===== src/rtl/uart_rx_cfg.sv =====
// Configurable UART receiver: 5-9 data bits, none/even/odd parity, 1-2 stop bits,
// fractional baud tick, 3-sample majority vote, valid/ready output with error status.
module uart_rx_cfg #(
    parameter int unsigned CLOCK_RATE    = 25000000,
    parameter int unsigned BAUD_RATE     = 115200,
    parameter int unsigned RX_OVERSAMPLE = 16,
    parameter int unsigned DATA_BITS     = 8,
    parameter int unsigned PARITY_MODE   = 0,
    parameter int unsigned STOP_BITS     = 1
) (
    input  logic                 clk,
    input  logic                 reset,
    input  logic                 i_rx_data,
    output logic [DATA_BITS-1:0] o_rx_byte,
    output logic                 o_rx_valid,
    input  logic                 i_rx_ready,
    output logic                 o_frame_err,
    output logic                 o_parity_err,
    output logic                 o_break,
    output logic                 o_overrun,
    output logic                 o_rx_busy
);
    localparam int unsigned ACC_W = $clog2(CLOCK_RATE) + 2;
    localparam int unsigned CNT_W = $clog2(RX_OVERSAMPLE);
    localparam int unsigned M     = RX_OVERSAMPLE / 2;
    localparam logic [ACC_W-1:0] INC   = ACC_W'(BAUD_RATE * RX_OVERSAMPLE);
    localparam logic [ACC_W-1:0] CLK_C = ACC_W'(CLOCK_RATE);
    localparam logic ODD = (PARITY_MODE == 2);

    localparam logic [2:0] S_IDLE     = 3'd0;
    localparam logic [2:0] S_START    = 3'd1;
    localparam logic [2:0] S_DATA     = 3'd2;
    localparam logic [2:0] S_PARITY   = 3'd3;
    localparam logic [2:0] S_STOP     = 3'd4;
    localparam logic [2:0] S_DELIVER  = 3'd5;
    localparam logic [2:0] S_BRK_WAIT = 3'd6;

    logic [1:0]           sync_q;
    logic                 prev_q;
    logic                 rx_s;
    logic [2:0]           state_q, state_d;
    logic [ACC_W-1:0]     acc_q, acc_d, sum_c;
    logic                 tick;
    logic [CNT_W-1:0]     cnt_q, cnt_d;
    logic [1:0]           smp_q, smp_d;
    logic                 dec_en, dec_bit;
    logic [3:0]           idx_q, idx_d;
    logic [DATA_BITS-1:0] shift_q, shift_d;
    logic                 par_q, par_d, perr_q, perr_d, ferr_q, ferr_d, ones_q, ones_d;
    logic [DATA_BITS-1:0] byte_q, byte_d;
    logic                 valid_q, valid_d, frame_err_q, frame_err_d;
    logic                 parity_err_q, parity_err_d, break_q, break_d, overrun_q, overrun_d;

    assign rx_s    = sync_q[1];
    assign sum_c   = acc_q + INC;
    assign tick    = (sum_c >= CLK_C);
    assign dec_en  = tick && (cnt_q == CNT_W'(M + 1));
    assign dec_bit = (smp_q[0] & smp_q[1]) | (smp_q[0] & rx_s) | (smp_q[1] & rx_s);

    always_comb begin
        state_d      = state_q;
        acc_d        = tick ? sum_c - CLK_C : sum_c;
        cnt_d        = cnt_q;
        smp_d        = smp_q;
        idx_d        = idx_q;
        shift_d      = shift_q;
        par_d        = par_q;
        perr_d       = perr_q;
        ferr_d       = ferr_q;
        ones_d       = ones_q;
        byte_d       = byte_q;
        valid_d      = valid_q;
        frame_err_d  = frame_err_q;
        parity_err_d = parity_err_q;
        break_d      = break_q;
        overrun_d    = 1'b0;

        if (tick) begin
            cnt_d = (cnt_q == CNT_W'(RX_OVERSAMPLE - 1)) ? '0 : cnt_q + 1'b1;
            if (cnt_q == CNT_W'(M - 1)) smp_d[0] = rx_s;
            if (cnt_q == CNT_W'(M))     smp_d[1] = rx_s;
        end

        // Status flags only mean something alongside valid, so they drop with it.
        if (valid_q && i_rx_ready) begin
            valid_d      = 1'b0;
            frame_err_d  = 1'b0;
            parity_err_d = 1'b0;
            break_d      = 1'b0;
        end

        case (state_q)
            S_IDLE: begin
                if (prev_q && !rx_s) begin
                    cnt_d   = '0;
                    state_d = S_START;
                end
            end
            S_START: begin
                if (dec_en) begin
                    state_d = dec_bit ? S_IDLE : S_DATA;
                    idx_d   = '0;
                    par_d   = 1'b0;
                    perr_d  = 1'b0;
                    ferr_d  = 1'b0;
                    ones_d  = 1'b0;
                end
            end
            S_DATA: begin
                if (dec_en) begin
                    shift_d = {dec_bit, shift_q[DATA_BITS-1:1]};
                    par_d   = par_q ^ dec_bit;
                    ones_d  = ones_q | dec_bit;
                    if (idx_q == 4'(DATA_BITS - 1)) begin
                        idx_d   = '0;
                        state_d = (PARITY_MODE != 0) ? S_PARITY : S_STOP;
                    end else begin
                        idx_d = idx_q + 4'd1;
                    end
                end
            end
            S_PARITY: begin
                if (dec_en) begin
                    ones_d  = ones_q | dec_bit;
                    perr_d  = par_q ^ dec_bit ^ ODD;
                    state_d = S_STOP;
                end
            end
            S_STOP: begin
                if (dec_en) begin
                    ones_d = ones_q | dec_bit;
                    if (!dec_bit) ferr_d = 1'b1;
                    if (idx_q == 4'(STOP_BITS - 1)) state_d = S_DELIVER;
                    else                             idx_d   = idx_q + 4'd1;
                end
            end
            S_DELIVER: begin
                if (!valid_q || i_rx_ready) begin
                    byte_d       = shift_q;
                    valid_d      = 1'b1;
                    frame_err_d  = ferr_q;
                    parity_err_d = perr_q;
                    break_d      = !ones_q;
                end else begin
                    overrun_d = 1'b1;
                end
                state_d = ones_q ? S_IDLE : S_BRK_WAIT;
            end
            S_BRK_WAIT: begin
                if (rx_s) state_d = S_IDLE;
            end
            default: state_d = S_IDLE;
        endcase
    end

    always_ff @(posedge clk) begin
        if (reset) begin
            sync_q       <= 2'b11;
            prev_q       <= 1'b1;
            state_q      <= S_IDLE;
            acc_q        <= '0;
            cnt_q        <= '0;
            smp_q        <= '0;
            idx_q        <= '0;
            shift_q      <= '0;
            par_q        <= 1'b0;
            perr_q       <= 1'b0;
            ferr_q       <= 1'b0;
            ones_q       <= 1'b0;
            byte_q       <= '0;
            valid_q      <= 1'b0;
            frame_err_q  <= 1'b0;
            parity_err_q <= 1'b0;
            break_q      <= 1'b0;
            overrun_q    <= 1'b0;
        end else begin
            sync_q       <= {sync_q[0], i_rx_data};
            prev_q       <= rx_s;
            state_q      <= state_d;
            acc_q        <= acc_d;
            cnt_q        <= cnt_d;
            smp_q        <= smp_d;
            idx_q        <= idx_d;
            shift_q      <= shift_d;
            par_q        <= par_d;
            perr_q       <= perr_d;
            ferr_q       <= ferr_d;
            ones_q       <= ones_d;
            byte_q       <= byte_d;
            valid_q      <= valid_d;
            frame_err_q  <= frame_err_d;
            parity_err_q <= parity_err_d;
            break_q      <= break_d;
            overrun_q    <= overrun_d;
        end
    end

    assign o_rx_byte    = byte_q;
    assign o_rx_valid   = valid_q;
    assign o_frame_err  = frame_err_q;
    assign o_parity_err = parity_err_q;
    assign o_break      = break_q;
    assign o_overrun    = overrun_q;
    assign o_rx_busy    = (state_q != S_IDLE);
endmodule


===== config.mk =====
export PLATFORM = sky130hd
export DESIGN_NAME = uart_rx_cfg
export DESIGN_NICKNAME = d
export VERILOG_FILES = /design/src/rtl/uart_rx_cfg.sv
export SDC_FILE = /design/constraint.sdc
export NUM_CORES = 1
export LEC_CHECK = 0
export BUFFER_PORTS_ARGS = -buffer_cell sky130_fd_sc_hd__buf_2
export CAP_MARGIN = 20
export CORE_MARGIN = 8
export CORE_UTILIZATION = 44
export DETAILED_ROUTE_END_ITERATION = 10
export SLEW_MARGIN = 20
export SYNTH_ARGS = -nofsm -noshare
export SYNTH_HDL_FRONTEND = slang
export SYNTH_SLANG_ARGS = --single-unit

===== constraint.sdc =====
create_clock -name clk -period 3.2 [get_ports clk]
set_clock_uncertainty 0.2 [all_clocks]
set_input_delay 0.96 -clock clk [delete_from_list [all_inputs] [get_ports clk]]
set_output_delay 0.96 -clock clk [all_outputs]
set_load 0.02 [all_outputs]

==> run metrics, run 1 <==
status completed; TritonCTS clock tree yes; synthesis-to-finish area growth 12.7%; First DRT Iteration DRCs 180; H-tree levels 3; floorplan row count 32; clock slew seen by the registers of the worst setup and hold paths 0.08 ns; Detailed Routing Iterations Pass 1 4; number of buffers inserted for hold repair after clock tree synthesis 0; kind of critical path flop to flop; crit path max fanout 22; max-cap viol count 0; number of antenna violations at the first check in global routing 0; largest stage delay on the critical path 0.43 ns; cell with the largest stage delay on the worst path sky130_fd_sc_hd__dfxtp_1; number of nets produced by synthesis 458; fin cells 570; startpoint types flop; placed inst area 0.00373 mm^2; gr ovfl total 0; largest area contributor in the synthesized netlist sky130_fd_sc_hd__dfxtp_1; predominant post-synthesis flop cell sky130_fd_sc_hd__dfxtp_1; leading cell type by number of instances after synthesis sky130_fd_sc_hd__dfxtp_1; antenna diode count 0; number of clock sinks seen by CTS 62; Critical Path, Cell by Cell ha_1 > nand4_1 > xnor2_1 > a22oi_1 > a2111oi_4 > o21ai_2 > buf_4 > nand2_2 > nand3_1 > a32o_1; Port-buffer cells 17; data arrival time of the critical path 3.02 ns; Skew-Pair Late Insertion Delay 0.35 ns; final critical delay including setup and external delays 2.98 ns; finished layout cell area 0.00397 mm^2; count of instances resized after the clock tree is built 0; Post-route DRC 0; Post-Synthesis Cells 445; Req. time, crit path 3.24 ns; mean routed wirelength per cell 13.5 um; Slew Limit Headroom 65.4%; ratio of final minimum period to clock period 93.2%; Final setup viols 0; GRT Util Overall 14.2%; Setup TNS 0 ns; RSZ-0062 raised after global routing false; most frequent cells after synthesis sky130_fd_sc_hd__dfxtp_1, sky130_fd_sc_hd__nor2_1, sky130_fd_sc_hd__nand2_1; Worst path top cell family by delay compound AO/OA/AOI/OAI gates; sequential element share of the synthesized area 35.2%; actual slew at the worst max-slew pin 0.518 ns; Worst setup EP type flop; power density relative to cell area 439 mW/mm^2; Total Wirelength 7680 um; effective utilization at floorplan 45.6%; largest net degree at the start of global routing 27; num ports 18; number of flops mapped to enable cells by yosys 0; number of buffers added by the clock tree synthesis step 9; worst-case hold slack 0.216 ns; netlist area before placement 0.00352 mm^2; pins over their slew limit 0; average cell area after synthesis 7.92 um^2; wire length of the first global-routing pass 13400 um; Post-DRT Antenna Nets 0; peak clock frequency supported by timing 335 MHz; Max Buffers Root-to-Sink 2; HPWL reported at the end of detailed placement 5300 um; horizontal die dimension 105 um; Synth top area share 35.2%; weighted congestion at the end of routability-driven global placement 0.855; static power due to leakage 1.44 nW; Die Y-Extent 105 um; share of final-layout standard cells stronger than drive strength 1 15.0%; core box area 0.00773 mm^2; per-cell via count in the routed design 5.48; Fin. Hold Viols 0; number of buffers and inverters on the critical path 1; number of global-route vias before repair 2897; Hold/Removal Path Class flop to flop; postcts setup bufs 0; utilization after layout 51.4%; number of warning messages in the yosys log 0; register bit total from synthesis 62; via total after detailed routing 3126; overall die area 0.0111 mm^2; Placed Cells incl. Taps 554; Synth area leaders sky130_fd_sc_hd__dfxtp_1, sky130_fd_sc_hd__a21oi_1, sky130_fd_sc_hd__nor2_1; Post-layout nets 476; number of different library cells in the post-synthesis netlist 61; Async S/R FF share, synth 0%; peak supply drop 0.195 mV; clk root buf sky130_fd_sc_hd__clkbuf_8
[state kept, by name, summed over array words and instances (netlist names)]
signal,cells
par_q,1
o_break,1
prev_q,1
o_rx_valid,1
o_rx_byte,8
o_frame_err,1
sync_q,2
state_q,3
ones_q,1
smp_q,2
acc_q,21
o_parity_err,1
idx_q,4
o_overrun,1
perr_q,1
shift_q,8
cnt_q,4
ferr_q,1
[cell families after synthesis]
logic type               synth area share, %
buffers and inverters                   4.55
XOR/XNOR                                6.71
AND/OR/NAND/NOR                         25.3
adder cells (fa/ha/maj)                 3.48
AO/OA/AOI/OAI                           21.6
multiplexers                            3.13
flip-flops                              35.2
[power by group]
part	switching [W]	internal, W
logic	0.0000793	0.0000548
registers	0.0000252	0.000786
clock network	0.000347	0.000450
total	0.000452	0.00129
[worst register-to-register path, cell delays in order, from the launching register on]
cell                        delay, ns
sky130_fd_sc_hd__dfxtp_1         0.43
sky130_fd_sc_hd__ha_1            0.24
sky130_fd_sc_hd__nand4_1         0.27
sky130_fd_sc_hd__xnor2_1         0.23
sky130_fd_sc_hd__a22oi_1         0.14
sky130_fd_sc_hd__a2111oi_4       0.40
sky130_fd_sc_hd__o21ai_2         0.14
sky130_fd_sc_hd__buf_4           0.25
sky130_fd_sc_hd__nand2_2         0.22
sky130_fd_sc_hd__nand3_1         0.11
sky130_fd_sc_hd__a32o_1          0.26
[metal layers]
| metal | track usage (%) | vias up | share of wire [%] |
|---|---|---|---|
| li1 | - | 1600 | - |
| met1 | 18.4 | 1463 | 49 |
| met2 | 21.9 | 55 | 46 |
| met3 | 3.90 | 8 | 3.9 |
| met4 | 5.71 | 0 | 1.0 |
| met5 | 0 | - | 0 |
[worst paths after layout]
check | startpoint | endpoint | slack (ns) | depth (start not counted)
hold reg to reg | sync_q[0] | sync_q[1] | 0.22 | 1
hold / removal | sync_q[0] | sync_q[1] | 0.22 | 1
setup / recovery | acc_q[14] | cnt_q[3] | 0.22 | 10
setup reg to reg | acc_q[14] | cnt_q[3] | 0.22 | 10
[placed cells by master, fill, tap and decap left out, types with 11 or more instances in the layout]
cell type / n
sky130_fd_sc_hd__mux2i_1: 11
sky130_fd_sc_hd__a21oi_1: 43
sky130_fd_sc_hd__nand2_1: 48
sky130_fd_sc_hd__o21ai_0: 20
sky130_fd_sc_hd__nand3_1: 27
sky130_fd_sc_hd__xnor2_1: 19
sky130_fd_sc_hd__inv_1: 17
sky130_fd_sc_hd__nor2_1: 51
sky130_fd_sc_hd__buf_4: 12
sky130_fd_sc_hd__buf_2: 17
sky130_fd_sc_hd__dfxtp_1: 62
[cell type report]
| type | instances | area (um^2) |
|---|---|---|
| clock buffer | 9 | 124 |
| clock inverter | 7 | 105 |
| fill | 761 | 3760 |
| inverter | 17 | 63.8 |
| multi-input combinational | 344 | 2130 |
| sequential | 62 | 1240 |
| tap | 102 | 128 |
| timing repair buffer | 29 | 175 |
[through the flow]
stage	worst slack, ns	total power [W]
floorplan	0.400	0.000930
global placement	0.295	0.000962
detailed placement	0.190	0.000962
CTS	0.184	0.00177
global route	0.0162	0.00183
finish	0.217	0.00174
Note: power is estimated with default switching activity, not from simulation.
==> inputs of run 2 (changes only) <==
--- a/config.mk
+++ b/config.mk
@@ -5,11 +5,13 @@
 export SDC_FILE = /design/constraint.sdc
 export NUM_CORES = 1
 export LEC_CHECK = 0
+export ABC_CLOCK_PERIOD_IN_PS = 3200
 export BUFFER_PORTS_ARGS = -buffer_cell sky130_fd_sc_hd__buf_2
 export CAP_MARGIN = 20
 export CORE_MARGIN = 8
-export CORE_UTILIZATION = 44
+export CORE_UTILIZATION = 55
 export DETAILED_ROUTE_END_ITERATION = 10
+export PLACE_DENSITY = 0.73
 export SLEW_MARGIN = 20
 export SYNTH_ARGS = -nofsm -noshare
 export SYNTH_HDL_FRONTEND = slang
==> run metrics, run 2 (synthesis gave the netlist of run 1 again) <==
status completed; met3 WL post-DR 286 um; pins over their slew limit 0; number of buffers inserted for hold repair after clock tree synthesis 0; number of buffers and inverters on the critical path 1; Final setup viols 0; RSZ-0062 raised after global routing false; Setup TNS 0 ns; peak supply drop 0.329 mV; count of fill cells added during filler insertion 565; most frequent cells in the layout sky130_fd_sc_hd__dfxtp_1, sky130_fd_sc_hd__nor2_1, sky130_fd_sc_hd__nand2_1; via total after detailed routing 3072; multi-input gate area in the final layout 0.00213 mm^2; Worst path top cell family by delay compound AO/OA/AOI/OAI gates; Worst setup EP type flop; Detailed Routing Iterations Pass 1 5; per-cell via count in the routed design 5.59; max-cap viol count 0; share of final-layout standard cells stronger than drive strength 1 15.9%; highest metal layer with signal wires met4; gr ovfl total 0; cell type with the highest occurrence count on the critical path sky130_fd_sc_hd__xnor2_1; synthesis-to-finish area growth 12.1%; Largest register FFs 21; Reg area 0.00124 mm^2; Hold/Removal Path Class flop to flop; static power due to leakage 1.45 nW; largest net degree at the start of global routing 26; power consumption 0.00167 W; First DRT Iteration DRCs 174; H-tree levels 3; most common cell after layout, fill and taps aside sky130_fd_sc_hd__dfxtp_1; core box area 0.00628 mm^2; Port-buffer cells 17; TritonCTS clock tree yes; horizontal die dimension 96.0 um; floorplan row count 29; GRT Util Overall 17.3%; detailed-routed wire length on met2 3390 um; number of global-route vias before repair 2902; crit path max fanout 17; utilization after layout 62.9%; number of antenna violations at the first check in global routing 0; mean routed wirelength per cell 13.5 um; Post-route DRC 0; data arrival time of the critical path 3.04 ns; num ports 18; clk root buf sky130_fd_sc_hd__clkbuf_8; Skew-Pair Late Insertion Delay 0.34 ns; clock slew seen by the registers of the worst setup and hold paths 0.08 ns; kind of critical path flop to flop; Post-layout nets 481; Slew Limit Headroom 62.9%; largest stage delay on the critical path 0.42 ns; actual slew at the worst max-slew pin 0.552 ns; largest register by flop count acc_q; Max Buffers Root-to-Sink 2; number of clock sinks seen by CTS 62; ratio of final minimum period to clock period 94.2%; cell with the largest stage delay on the worst path sky130_fd_sc_hd__dfxtp_1; Total Wirelength 7400 um; final critical delay including setup and external delays 3.01 ns; effective utilization at floorplan 56.1%; Post-DRT Antenna Nets 0; met1 routed wirelength after detailed routing 3670 um; HPWL reported at the end of detailed placement 5190 um; startpoint types flop; Die Y-Extent 96.0 um; Fin. Hold Viols 0; Critical Path, Cell by Cell ha_1 > nand4_1 > xnor2_1 > a22oi_1 > a2111oi_4 > o21ai_2 > buf_4 > a2111oi_2 > xnor2_1 > nor2_1; antenna diode count 0; worst-case hold slack 0.214 ns; power density relative to cell area 421 mW/mm^2; number of buffers added by the clock tree synthesis step 9; overall die area 0.00922 mm^2; weighted congestion at the end of routability-driven global placement 0.905; wire length of the first global-routing pass 12900 um; peak clock frequency supported by timing 332 MHz; Req. time, crit path 3.22 ns
==> run 2: timing repair <==
item,4_1_cts,5_1_grt
setup endpoints to repair,0,5
gates resized for setup,0,3
setup buffers,0,2
==> run 2: where the power goes <==
group          internal (W)  switching, W  total, W
clock              0.000369      0.000347  0.000716
combinational     0.0000555     0.0000809  0.000136
sequential         0.000787     0.0000266  0.000813
==> run 2: metrics by stage <==
stage / setup slack (ns) / instances / cell area, um^2
final: 0.187 / 550 / 3950
after global routing: 0.0101 / 550 / 3950
after CTS: 0.168 / 548 / 3930
after detailed placement: 0.195 / 532 / 3720
after global placement: 0.259 / 532 / 3720
after floorplan: 0.400 / 445 / 3520
==> run 2: layout make-up <==
class / count / area share (%)
inverters: 17 / 1.61
multi-input cells: 344 / 54.0
repair buffers: 34 / 5.38
well taps: 77 / 2.44
flip-flops and latches: 62 / 31.4
clock buffers: 9 / 3.13
clock inverters: 7 / 2.03
==> run 2: path summary, 6_finish.rpt <==
path,from,to,slack [ns],cells past startpoint
max,acc_q[14],acc_q[9],0.19,10
max reg2reg,acc_q[14],acc_q[9],0.19,10
min reg2reg,sync_q[0],sync_q[1],0.21,1
min,sync_q[0],sync_q[1],0.21,1
==> run 2: per-layer routing <==
metal	GRT usage (%)	up-vias
li1	-	1611
met5	0	-
met3	4.37	5
met1	22.5	1413
met4	7.04	0
met2	26.5	43
